<file path="config.mk">
export PLATFORM = sky130hd
export DESIGN_NAME = ppr_sequencer
export DESIGN_NICKNAME = d
export VERILOG_FILES = /design/src/rtl/ppr_sequencer.sv
export SDC_FILE = /design/constraint.sdc
export NUM_CORES = 1
export LEC_CHECK = 0
export ABC_AREA = 1
export CORE_MARGIN = 2
export CORE_UTILIZATION = 30
export CTS_BUF_LIST = sky130_fd_sc_hd__clkbuf_4
export DETAILED_ROUTE_END_ITERATION = 7
export HOLD_SLACK_MARGIN = 0.1
export PLACE_DENSITY_LB_ADDON = 0.3
export SYNTH_ARGS = -nofsm -noshare
export SYNTH_HDL_FRONTEND = slang
export SYNTH_SLANG_ARGS = --single-unit
export TNS_END_PERCENT = 30
</file>
<file path="constraint.sdc">
create_clock -name clk -period 2.1 [get_ports clk]
set_input_delay 0.21 -clock clk [delete_from_list [all_inputs] [get_ports clk]]
set_output_delay 0.21 -clock clk [all_outputs]
set_load 0.02 [all_outputs]
</file>
<file path="src/rtl/ppr_sequencer.sv">
// Post-package-repair sequencer: turns one arbitrated repair request into the
// MRS_ENTER / ACT / PRE / MRS_EXIT command sequence with timed waits between commands.
//
// state    | meaning
// IDLE     | ready for a request
// ENTER    | issue MRS_ENTER
// WAIT_MOD | wait T_MOD after MRS_ENTER
// ACT      | issue ACT to the repair row
// WAIT_PGM | wait soft/hard program time
// PRE      | issue PRE
// WAIT_RP  | wait T_RP
// EXIT     | issue MRS_EXIT
// DONE     | one-cycle done/err pulse
module ppr_sequencer #(
    parameter int N_CH       = 32,
    parameter int ADDR_SIZE  = 24,
    parameter int T_MOD      = 4,
    parameter int T_PGM_SOFT = 8,
    parameter int T_PGM_HARD = 32,
    parameter int T_RP       = 3,
    parameter int CNT_W      = 8
) (
    input  logic                    clk,
    input  logic                    rst,
    input  logic                    req_valid_i,
    output logic                    req_ready_o,
    input  logic [1:0]              req_type_i,
    input  logic [ADDR_SIZE-1:0]    req_addr_i,
    input  logic [$clog2(N_CH)-1:0] req_ch_i,
    output logic                    cmd_valid_o,
    input  logic                    cmd_ready_i,
    output logic [2:0]              cmd_code_o,
    output logic [1:0]              cmd_type_o,
    output logic [ADDR_SIZE-1:0]    cmd_addr_o,
    output logic [$clog2(N_CH)-1:0] cmd_ch_o,
    output logic                    ppr_done_o,
    output logic                    ppr_err_o,
    output logic                    busy_o,
    output logic [15:0]             ppr_cnt_o
);

    typedef enum logic [3:0] {
        S_IDLE, S_ENTER, S_WAIT_MOD, S_ACT, S_WAIT_PGM, S_PRE, S_WAIT_RP, S_EXIT, S_DONE
    } state_t;

    // Counters load T-1 so each wait state lasts exactly T cycles.
    localparam logic [CNT_W-1:0] LD_MOD  = CNT_W'(T_MOD - 1);
    localparam logic [CNT_W-1:0] LD_SOFT = CNT_W'(T_PGM_SOFT - 1);
    localparam logic [CNT_W-1:0] LD_HARD = CNT_W'(T_PGM_HARD - 1);
    localparam logic [CNT_W-1:0] LD_RP   = CNT_W'(T_RP - 1);

    state_t                    state_q, state_d;
    logic [CNT_W-1:0]          cnt_q, cnt_d;
    logic [1:0]                type_q;
    logic [ADDR_SIZE-1:0]      addr_q;
    logic [$clog2(N_CH)-1:0]   ch_q;
    logic                      err_q;
    logic [15:0]               ppr_cnt_q;
    logic                      type_ok;

    assign type_ok = (req_type_i == 2'b01) || (req_type_i == 2'b10);

    always_ff @(posedge clk or posedge rst) begin
        if (rst) begin
            state_q   <= S_IDLE;
            cnt_q     <= '0;
            type_q    <= '0;
            addr_q    <= '0;
            ch_q      <= '0;
            err_q     <= 1'b0;
            ppr_cnt_q <= '0;
        end else begin
            state_q <= state_d;
            cnt_q   <= cnt_d;
            if (state_q == S_IDLE && req_valid_i) begin
                type_q <= req_type_i;
                addr_q <= req_addr_i;
                ch_q   <= req_ch_i;
                err_q  <= !type_ok;
            end
            if (state_q == S_DONE && !err_q && ppr_cnt_q != 16'hFFFF) begin
                ppr_cnt_q <= ppr_cnt_q + 16'd1;
            end
        end
    end

    always_comb begin
        state_d     = state_q;
        cnt_d       = cnt_q;
        req_ready_o = 1'b0;
        cmd_valid_o = 1'b0;
        cmd_code_o  = 3'd0;
        ppr_done_o  = 1'b0;
        ppr_err_o   = 1'b0;
        busy_o      = 1'b1;
        case (state_q)
            S_IDLE: begin
                busy_o      = 1'b0;
                req_ready_o = 1'b1;
                if (req_valid_i) state_d = type_ok ? S_ENTER : S_DONE;
            end
            S_ENTER: begin
                cmd_valid_o = 1'b1;
                cmd_code_o  = 3'd1;
                if (cmd_ready_i) begin
                    state_d = S_WAIT_MOD;
                    cnt_d   = LD_MOD;
                end
            end
            S_WAIT_MOD: begin
                if (cnt_q == '0) state_d = S_ACT;
                else             cnt_d   = cnt_q - 1'b1;
            end
            S_ACT: begin
                cmd_valid_o = 1'b1;
                cmd_code_o  = 3'd2;
                if (cmd_ready_i) begin
                    state_d = S_WAIT_PGM;
                    cnt_d   = (type_q == 2'b10) ? LD_HARD : LD_SOFT;
                end
            end
            S_WAIT_PGM: begin
                if (cnt_q == '0) state_d = S_PRE;
                else             cnt_d   = cnt_q - 1'b1;
            end
            S_PRE: begin
                cmd_valid_o = 1'b1;
                cmd_code_o  = 3'd3;
                if (cmd_ready_i) begin
                    state_d = S_WAIT_RP;
                    cnt_d   = LD_RP;
                end
            end
            S_WAIT_RP: begin
                if (cnt_q == '0) state_d = S_EXIT;
                else             cnt_d   = cnt_q - 1'b1;
            end
            S_EXIT: begin
                cmd_valid_o = 1'b1;
                cmd_code_o  = 3'd4;
                if (cmd_ready_i) state_d = S_DONE;
            end
            S_DONE: begin
                ppr_done_o = 1'b1;
                ppr_err_o  = err_q;
                state_d    = S_IDLE;
            end
            default: state_d = S_IDLE;
        endcase
    end

    assign cmd_type_o = type_q;
    assign cmd_addr_o = addr_q;
    assign cmd_ch_o   = ch_q;
    assign ppr_cnt_o  = ppr_cnt_q;

endmodule

</file>
# == Word level (Yosys, flattened, before mapping) ==
# Index checks and enable logic that the tools add are counted.
# W data, S select, Z words.
# word_totals
reg_bits,60
in_bits,35
output_inout_bits,55
wordCells,65
# op_classes
add_sub_neg,2
eq_ne,21
muxes,22
reduce_logical,13
# ops
operator,n
$mux W4,9
$mux W8,4
$pmux W4 S8,1
$pmux W8 S4,1
$ne A2 B2 Y1 const B,9
$add A16 B1 Y16 const B,1
$eq A4 B3 Y1 const B,4
$ne A16 B16 Y1 const B,1
$pmux W3 S4,1
$eq A4 B2 Y1 const B,2
$logic_not A8 Y1,1
$reduce_and A8 Y1,1
$sub A8 B1 Y8 const B,1
$mux W1,5
$mux W5,1
$reduce_and A5 Y1,1
$eq A2 B2 Y1 const B,2
$eq A4 B1 Y1 const B,1
$eq A4 B4 Y1 const B,1
$logic_not A4 Y1,1
$reduce_bool A4 Y1,1
$reduce_or A4 Y1,1
$logic_and A1 B1 Y1,3
$reduce_or A3 Y1,1
other kinds (3),4

# == Logic depth before layout (Yosys ltp) ==
# logic_depth
depth_word,5
ltp_mapped,10
depth_no_buf,9

# == Worst setup path after synthesis ==
# No wires, ideal clock.
# synth_path
kind,flip-flop to flip-flop
from,register ppr_cnt_q[0] (netlist: ppr_cnt_o[0])
to,register ppr_cnt_q[9] (netlist: ppr_cnt_o[9])
t_arrival_ns,1.502
slack_ns,0.479
stages_incl_launch_ff,10
path_buffers,1
period_less_slack_ns,1.621
path_cell_list,dfrtp_1 > ha_1 > nand3_2 > nor3_4 > nand2_2 > nand2_4 > inv_4 > buf_6 > o21ai_2 > nand2_1
# synth_between
elab_chain_len,2
# synth_rtl
element,line_no,text
"start, declared",58,logic [15:0] ppr_cnt_q;
"start signal, assigned",82,ppr_cnt_q <= ppr_cnt_q + 16'd1;
branches (longest 2 deep; another with $add A16 B1 Y16),--,
# Several ways; the timed one is not identified.
# A chain may end at the register's enable or synchronous reset.

# == Final worst setup path ==
# layout_path
from,register state_q[1]
to,output port cmd_code_o[0]
# layout_between
elab_chain_len,2
# layout_rtl
element,line_no,text
"start, declared",52,"state_t state_q, state_d;"
"start signal, assigned",73,state_q <= state_d;
"$eq A4 B3 Y1, or another cell as far along",96,case (state_q)
$pmux W3 S4 *,96,
"end, declared",32,"output logic [2:0] cmd_code_o,"
# Mark *: on every way between the ends. The rest lies on a longest branch, timed or not.

==> results.sh <==
export IMPL_outcome="completed"
export IMPL_tritoncts_num_buffers=9
export IMPL_area_growth_pct=39.4
export IMPL_worst_pin_slew_ns=0.428
export IMPL_rows=37
export IMPL_yosys_warnings=0
export IMPL_post_synth_top_area_cell="dfrtp_1"
export IMPL_routed_wl_mm=7.32
export IMPL_crit_path_start="state_q[1]"
export IMPL_routed_wire_length_per_instance_um=12.4
export IMPL_drt_pass1_iterations=4
export IMPL_peak_per_stage_delay_on_the_critical_path_ns=0.64
export IMPL_p_per_area_nw_per_um2=1320
export IMPL_die_h_um=106
export IMPL_route_antenna_remaining_nets=0
export IMPL_ioPinCount=90
export IMPL_critical_path_startpoint_type="flip-flop"
export IMPL_vias_per_cell=4.43
export IMPL_cp_arrival_ns=1.70
export IMPL_report_final_hold_viol_count=0
export IMPL_p_total_uw=5750
export IMPL_power_frac_comb=0.508
export IMPL_synth_xor_area_frac=0.0308
export IMPL_synth_seq_area_share=0.480
export IMPL_drive_above_1_share=0.105
export IMPL_count_of_buffers_from_port_buffering=89
export IMPL_intPower_uw=3390
export IMPL_final_setup_skew_ns=0.0111
export IMPL_synth_seq_cells=60
export IMPL_syn_num_nets=390
export IMPL_drt_first_iter_violations=90
export IMPL_grt_pass1_vias=2726
export IMPL_antenna_diode_count=0
export IMPL_core_region_area_um2=10200
export IMPL_fin_crit_ns=1.91
export IMPL_netSwitchingFraction=0.411
export IMPL_relSlewSlack=0.715
export IMPL_r2r_slack_ns=0.43
export IMPL_timing_final_crit_share=0.911
export IMPL_max_vdd_ir_drop_v=0.000582
export IMPL_start_util=0.306
export IMPL_static_leakage_power_uw=0.00198
export IMPL_worstReg2RegStart="ppr_cnt_o[0]"
export IMPL_synth_top_cell_area_share=0.480
export IMPL_grt_overflow_total=0
export IMPL_syn_area_um2=3130
export IMPL_unrepaired_setup_endpoints_after_global_routing="false"
export IMPL_cts_root_buf="clkbuf_4"
export IMPL_post_synth_and_or_nand_nor_area_fraction=0.262
export IMPL_launch_point_of_the_worst_hold_path="req_addr_i[17]"
export IMPL_timing_critical_path_required_ns=1.89
export IMPL_synth_compound_area_share=0.0464
export IMPL_yosys_cell_types_count=30
export IMPL_grtUsageTotal=0.140
export IMPL_synthAdderAreaFrac=0.0120
export IMPL_post_synth_inst_count=352
export IMPL_die_x_um=106
export IMPL_cts_root_to_sink_buffers=2
export IMPL_drc=0
export IMPL_grt_pass1_wl_mm=12.5
export IMPL_fin_util=0.426
export IMPL_seq_power_share=0.328
export IMPL_critical_path_peak_fanout=6
export IMPL_clk_lat_worst_skew_ns=0.40
export IMPL_setup_viol=0
export IMPL_post_synth_mux_area_share=0.108
export IMPL_synth_top_family_by_area="simple AND/OR/NAND/NOR gates"
export IMPL_cts_htree_levels=3
export IMPL_path_cells="nor3_1, clkdlybuf4s50_1"
export IMPL_clockPowerShare=0.163
export IMPL_route_vias_total=2622
export IMPL_maximum_number_of_pins_on_one_net_before_global_route_repair=35
export IMPL_cpMaxStageDelayCell="clkdlybuf4s50_1"
export IMPL_placed_cells_incl_taps=575
export IMPL_total_die_area_um2=11300
export IMPL_cp_top_family="buffers and inverters"
export IMPL_gpl_final_weighted_congestion=0.821
export IMPL_cap_viol_max_count=0
export IMPL_clkSinkCount=60
export IMPL_tns_ns=0
export IMPL_final_net_count=489
export IMPL_critPathBufInv=1
export IMPL_count_of_final_max_slew_check_failures=0
export IMPL_path_class="reg2out"
export IMPL_antenna_violations_before_repair=0
export IMPL_power_net_switching_uw=2360
export IMPL_hpwlAfterDp_mm=5.51
export IMPL_maxClockFrequency_mhz=522
export IMPL_timing_hold_worst_class="in2reg"
export IMPL_postSynthAreaPerCell_um2=8.89
export IMPL_clk_pin_slew_worst_paths_ns=0.11
export IMPL_cts_repair_timing_setup_buffer_count=0
export IMPL_cp_end_kind="output port"
export IMPL_dominant_cells_by_area_after_synthesis="dfrtp_1, nand2_1, mux2_1, nor2_1, inv_1"
export IMPL_final_cell_count_no_fill=592
export IMPL_cts_tree="built"
==> Yosys cell counts <==
cell      count
ha_1          3
inv_4         1
o21ai_0      14
xnor2_1       6
inv_2         2
and2_1        1
nor2_1       34
buf_4         1
nand3_1      14
o21bai_1      2
nor3_1        1
nor2_8        1
nor3_4        1
mux2_1       26
xor2_1        5
buf_6         4
nand3_2       4
nor2_4        3
o21ai_1       2
nand3b_1      3
a21oi_1       3
nand2_2       3
dfrtp_1      60
mux2_2        4
nand2_4       1
o21ai_2       4
inv_1        33
nor2_2        2
nand2_1     111
nand4_1       3
==> cells by family after synthesis <==
| group | Yosys count |
|---|---|
| DFF | 60 |
| and+or+nand+nor | 182 |
| xor gates and xnor gates | 11 |
| buffers and inverters | 41 |
| muxes | 30 |
| adders and majority gates | 3 |
| AOI/OAI and AO/OA | 25 |
==> state kept, by name, summed over array words and instances, names as in the netlist <==
name	count
cmd_type_o	2
cmd_addr_o	24
cmd_ch_o	5
state_q	4
cnt_q	8
err_q	1
ppr_cnt_o	16
==> per-stage QoR <==
stage          hold slack [ns]  cell area [um2]  worst slack (ns)
2_1_floorplan            0.331             3130             0.405
3_3_place_gp             0.466             4180             0.415
3_5_place_dp             0.475             4180             0.355
4_1_cts                  0.360             4360            0.0262
5_1_grt                  0.366             4360            0.0939
6_report                 0.402             4360             0.186
==> placed cells by master, fill, tap and decap left out, drive strengths merged <==
cell type,count
dfrtp,60
inv,36
o21bai,2
buf,3
clkinvlp,2
nor3,2
dlygate4sd2,4
o21ai,20
nor2,40
dlygate4sd3,1
clkbuf,10
clkdlybuf4s50,83
nand2,115
mux2,30
nand4,3
xor2,5
nand3b,3
ha,3
a21oi,3
bufinv,2
clkinv,2
xnor2,6
and2,1
dlymetal6s2s,2
nand3,18
==> power groups by stage <==
stage               combinational (uW)  sequential (uW)  clock [uW]
global route                      3210             1950        1030
global placement                  2950             1890           0
finish                            2920             1890         939
CTS                               2970             1900         988
floorplan                         1380             2280           0
detailed placement                2970             1910           0
==> area by class of cell <==
class	count	area, um2
sequential	60	1500
clock buffer	10	75.1
tap	136	170
multi-input combinational	251	1440
clock inverter	6	88.8
timing repair buffer	93	948
inverter	36	138
fill	1012	5870
==> path summary, 6_finish.rpt <==
check / to / cells past startpoint
max: cmd_code_o[0] / 2
min in group asynchronous: ppr_cnt_o[1] / 3
min: cmd_addr_o[17] / 2
max reg2reg: ppr_cnt_o[13] / 8
min reg2reg: cmd_addr_o[13] / 1
max in group asynchronous: state_q[1] / 4
==> routing by layer <==
metal	GRT usage	up-vias	part of all wire
met2	0.232	79	0.48
met4	0.0667	0	0.015
li1	-	1321	-
met5	0	-	0
met3	0.0374	9	0.063
met1	0.170	1213	0.44
==> timing repair <==
action	in CTS	in global routing
resized for setup	6	2
endpoints found under the setup margin	4	2
hold endpoints to repair	17	0
hold buffers	1	0
Note: power is estimated with default switching activity, not from simulation.
==> RTL change 1: new RTL, same settings <==
Change the parameter `ADDR_SIZE` from 24 to 12.
--- a/src/rtl/ppr_sequencer.sv
+++ b/src/rtl/ppr_sequencer.sv
@@ -14,5 +14,5 @@
 module ppr_sequencer #(
     parameter int N_CH       = 32,
-    parameter int ADDR_SIZE  = 24,
+    parameter int ADDR_SIZE  = 12,
     parameter int T_MOD      = 4,
     parameter int T_PGM_SOFT = 8,
Ports: changed (resized cmd_addr_o and req_addr_i); port bits go from 90 to 66. The function was not compared with the original's and may differ.
==> RTL change 1 against the original RTL <==
Wire length shrank 12%; sequential cell count shrank 12; total power shrank 24%; synthesized area shrank 13%; register-to-register slack is essentially flat; core utilization shrank 1.8 points; setup slack lost 0.072 ns; die area shrank 13%; design area shrank 18%; critical path type unchanged; largest cell class is now multi-input gates.
==> RTL change 1: results (changes against the original RTL) <==
<table>
<tr><th>Metric</th><th>Value</th></tr>
<tr><th colspan="2">Place</th></tr>
<tr><td>Area post-placement</td><td>3490 µm² (was 4180 µm²)</td></tr>
<tr><td>Routability cong.</td><td>0.779 (was 0.821)</td></tr>
<tr><td>Cell count after placement</td><td>541 (was 575)</td></tr>
<tr><td>Number of port buffers</td><td>65 (was 89)</td></tr>
<tr><th colspan="2">Synth</th></tr>
<tr><td>Top post-synthesis cells by area</td><td>sky130_fd_sc_hd__dfrtp_1, sky130_fd_sc_hd__nand2_1, sky130_fd_sc_hd__o21ai_0 (was sky130_fd_sc_hd__dfrtp_1, sky130_fd_sc_hd__nand2_1, sky130_fd_sc_hd__mux2_1)</td></tr>
<tr><td>Synth top cells by count</td><td>sky130_fd_sc_hd__nand2_1, sky130_fd_sc_hd__dfrtp_1, sky130_fd_sc_hd__inv_1, sky130_fd_sc_hd__o21ai_0, sky130_fd_sc_hd__nor2_1 (was sky130_fd_sc_hd__nand2_1, sky130_fd_sc_hd__dfrtp_1, sky130_fd_sc_hd__nor2_1)</td></tr>
<tr><td>Post-synthesis cell count</td><td>371 (was 352)</td></tr>
<tr><td>Syn nets</td><td>397 (was 390)</td></tr>
<tr><td>Count of different cell masters after synthesis</td><td>26 (was 30)</td></tr>
<tr><th colspan="2">Drt</th></tr>
<tr><td>Starting DRT DRC Count</td><td>60 (was 90)</td></tr>
<tr><td>Number of search-and-repair iterations in the first detailed-routing pass</td><td>5 (was 4)</td></tr>
<tr><td>WL/cell</td><td>11.7 µm (was 12.4 µm)</td></tr>
<tr><th colspan="2">Power and ir drop</th></tr>
<tr><td>Total leakage power</td><td>0.00175 µW (was 0.00198 µW)</td></tr>
<tr><th colspan="2">Layout</th></tr>
<tr><td>Share of post-route cells with drive strength above 1</td><td>8.39% (was 10.5%)</td></tr>
<tr><td>Syn-to-layout area delta</td><td>31.6% (was 39.4%)</td></tr>
<tr><td>Final-layout fill cell count</td><td>928 (was 1,012)</td></tr>
<tr><td>NumNets Final</td><td>466 (was 489)</td></tr>
<tr><td>Flip-flop count of the largest register after layout</td><td>16 (was 24)</td></tr>
<tr><th colspan="2">Global routing</th></tr>
<tr><td>Global Route met2 Usage</td><td>24.5% (was 23.2%)</td></tr>
<tr><td>Initial antenna violation count</td><td>1 (was 0)</td></tr>
<tr><td>GRT Total Usage</td><td>14.2% (was 14.0%)</td></tr>
<tr><td>Met3 track demand over resource in global routing</td><td>2.95% (was 3.74%)</td></tr>
<tr><td>Number of global-route vias before repair</td><td>2,580 (was 2,726)</td></tr>
<tr><th colspan="2">Clocking</th></tr>
<tr><td>TritonCTS Buffers</td><td>5 (was 9)</td></tr>
<tr><th colspan="2">STA</th></tr>
<tr><td>Transition time at the pin with the least slew margin</td><td>0.547 ns (was 0.428 ns)</td></tr>
<tr><th colspan="2">Critical path</th></tr>
<tr><td>Data arrival time of the worst path</td><td>1.78 ns (was 1.70 ns)</td></tr>
<tr><td>Max FO, Critical Path</td><td>4 (was 6)</td></tr>
<tr><th colspan="2">Run status</th></tr>
<tr><td>Run status</td><td>complete, no violations (unchanged)</td></tr>
</table>
RTL change 1: cell types whose count changed in the layout (fill, tap and decap cells not counted), sizes merged, moves of 5 or more:
cell and change:
nand2 +54, mux2 -30, clkdlybuf4s50 -24, dfrtp -12
o21ai +12, clkbuf -5
RTL change 1: path summary, 6_finish.rpt:
check,startpoint,end,slack (ns),cells past startpoint
min in group clk,req_addr_i[5],cmd_addr_o[5],0.34,3
hold / removal,rst,cmd_ch_o[1],0.15,2
setup / recovery,state_q[0],cmd_code_o[0],0.11,3
max in group asynchronous,rst,cnt_q[0],1.43,3
hold reg to reg,cmd_ch_o[0],cmd_ch_o[0],0.52,2
setup reg to reg,ppr_cnt_o[0],ppr_cnt_o[1],0.43,9
RTL change 1: kinds of logic (layout without fill, tap and decap cells):
group                      count (synthesis)  in the layout  share of synthesized area, %
and+or+nand+nor                          232            232                          37.0
DFF                                       48             48                          44.2
buffers and inverters                     42            112                          7.36
AOI/OAI and AO/OA                         35             35                          6.58
xor gates and xnor gates                  11             11                          3.54
adders and majority gates                  3              3                          1.38
other                                      0              1                             0
RTL change 1: power breakdown:
group / internal, µW / switching (µW)
registers: 1220 / 243
clock network: 255 / 332
logic: 910 / 1430
total: 2390 / 2000
RTL change 1: timing repair:
item / 4_1_cts / 5_1_grt
setup endpoints to repair: 4 / 3
resized for setup: 4 / 4
hold buffers: 0 / 0
RTL change 1: critical path: cells and delay by family, from the launching register on:
kind	cells	cell delay (ns)
buf+inv	2	0.76
flops	1	0.45
simple gates	1	0.19
RTL change 1: layout make-up:
type                    instances  area share [%]
clock inverters                 3            1.29
well taps                     108            3.77
repair buffers                 70            19.7
multi-input cells             281            36.8
diodes                          1          0.0699
inverters                      34            3.70
clock buffers                   5            1.05
flip-flops and latches         48            33.6
==> RTL change 2: new RTL, same settings <==
Made on the original files. Register the output `ppr_cnt_o` once more, cleared by the reset; this adds one clock of latency there. The other outputs are not delayed to match.
--- a/src/rtl/ppr_sequencer.sv
+++ b/src/rtl/ppr_sequencer.sv
@@ -153,5 +153,11 @@
     assign cmd_addr_o = addr_q;
     assign cmd_ch_o   = ch_q;
-    assign ppr_cnt_o  = ppr_cnt_q;
+    always_ff @(posedge clk or posedge rst) begin
+        if (rst) begin
+            ppr_cnt_o <= '0;
+        end else begin
+            ppr_cnt_o <= ppr_cnt_q;
+        end
+    end
 
 endmodule
Behaviour: same outputs for any inputs over 10 cycles, from zero or initial values and one cycle with rst high; that may be too few to reach the edited logic, so the function may still have changed.
==> RTL change 2 against the original RTL <==
Clock power is 2% higher; synthesized cell count is 9.1% higher; setup slack worse by 0.039 ns; synthesized area is 13% higher; total power is 8.8% higher; sequential cell count is 16 higher; sequential power is 19% higher; wire length is 6.8% higher; core utilization is 0.95 points lower; design area is 9.1% higher.
==> RTL change 2: results (changes against the original RTL) <==
<table>
<tr><th>Metric</th><th>Value</th></tr>
<tr><th colspan="2">Power and ir drop</th></tr>
<tr><td>Power share of the clock group</td><td>15.3% (was 16.3%)</td></tr>
<tr><td>Total leakage power</td><td>0.00223 µW (was 0.00198 µW)</td></tr>
<tr><th colspan="2">Layout</th></tr>
<tr><td>Number of standard cells in the final layout excluding fillers</td><td>632 (was 592)</td></tr>
<tr><td>NumNets Final</td><td>522 (was 489)</td></tr>
<tr><td>Multi-input gate share of the layout cell area</td><td>30.3% (was 32.9%)</td></tr>
<tr><td>Non-clock buffer area fraction after layout</td><td>20.1% (was 21.8%)</td></tr>
<tr><th colspan="2">Clocking</th></tr>
<tr><td>Hold-fix buffer count after cts</td><td>0 (was 1)</td></tr>
<tr><th colspan="2">Synth</th></tr>
<tr><td>Post-synthesis compound-gate area fraction</td><td>2.84% (was 4.64%)</td></tr>
<tr><td>Fraction of synthesized area in multiplexers</td><td>9.58% (was 10.8%)</td></tr>
<tr><td>Count of different cell masters after synthesis</td><td>24 (was 30)</td></tr>
<tr><td>Syn nets</td><td>422 (was 390)</td></tr>
<tr><td>Top post-synthesis cells by area</td><td>sky130_fd_sc_hd__dfrtp_1, sky130_fd_sc_hd__nand2_1, sky130_fd_sc_hd__mux2_1 (unchanged)</td></tr>
<tr><td>XOR/XNOR share of the synthesized area</td><td>3.23% (was 3.08%)</td></tr>
<tr><th colspan="2">Place</th></tr>
<tr><td>Routability cong.</td><td>0.905 (was 0.821)</td></tr>
<tr><td>Cell count after placement</td><td>616 (was 575)</td></tr>
<tr><th colspan="2">STA</th></tr>
<tr><td>WHS</td><td>0.210 ns (was 0.402 ns)</td></tr>
<tr><th colspan="2">Run status</th></tr>
<tr><td>Run status</td><td>complete, no violations (unchanged)</td></tr>
<tr><th colspan="2">Critical path</th></tr>
<tr><td>Max FO, Critical Path</td><td>7 (was 6)</td></tr>
<tr><td>Top Family by Delay on Critical Path</td><td>simple AND/OR/NAND/NOR gates (was buffers and inverters)</td></tr>
<tr><td>Timing endpoint of the critical path</td><td>ppr_err_o (was cmd_code_o[0])</td></tr>
<tr><td>Crit-path max cell delay</td><td>0.48 ns (was 0.64 ns)</td></tr>
<tr><th colspan="2">Global routing</th></tr>
<tr><td>Pin count of the biggest net entering global routing</td><td>53 (was 35)</td></tr>
<tr><td>Wire length of the first global-routing pass</td><td>14,000 µm (was 12,500 µm)</td></tr>
<tr><td>Number of global-route vias before repair</td><td>2,883 (was 2,726)</td></tr>
<tr><th colspan="2">Drt</th></tr>
<tr><td>Routed wire length on met3</td><td>435 µm (was 458 µm)</td></tr>
</table>
==> RTL change 2: cell types whose count changed after synthesis, sizes merged, moves of 2 or more <==
cell / change
nand3b: -3
nand2: +23
nor2: +3
xnor2: +3
dfrtp: +16
inv: -3
o21ai: -7
nand4: +2
==> RTL change 2: timing repair <==
action	4_1_cts	5_1_grt
setup endpoints to repair	7	4
gates resized for setup	8	4
gates cloned	0	0
==> RTL change 2: through the flow <==
step / TNS [ns] / power [µW] / setup WS [ns]
3_5_place_dp: 0 / 5380 / 0.260
4_1_cts: -0.0107 / 6340 / -0.0107
6_report: 0 / 6260 / 0.147
5_1_grt: -0.0220 / 6800 / -0.0220
3_3_place_gp: 0 / 5320 / 0.293
2_1_floorplan: 0 / 4110 / 0.535
==> RTL change 2: cell families (layout without fill, tap and decap cells) <==
group                      Yosys count  after routing
DFF                                 76             76
xor gates and xnor gates            13             13
adders and majority gates            3              3
AOI/OAI and AO/OA                   18             18
muxes                               30             30
and+or+nand+nor                    205            205
buffers and inverters               39            144
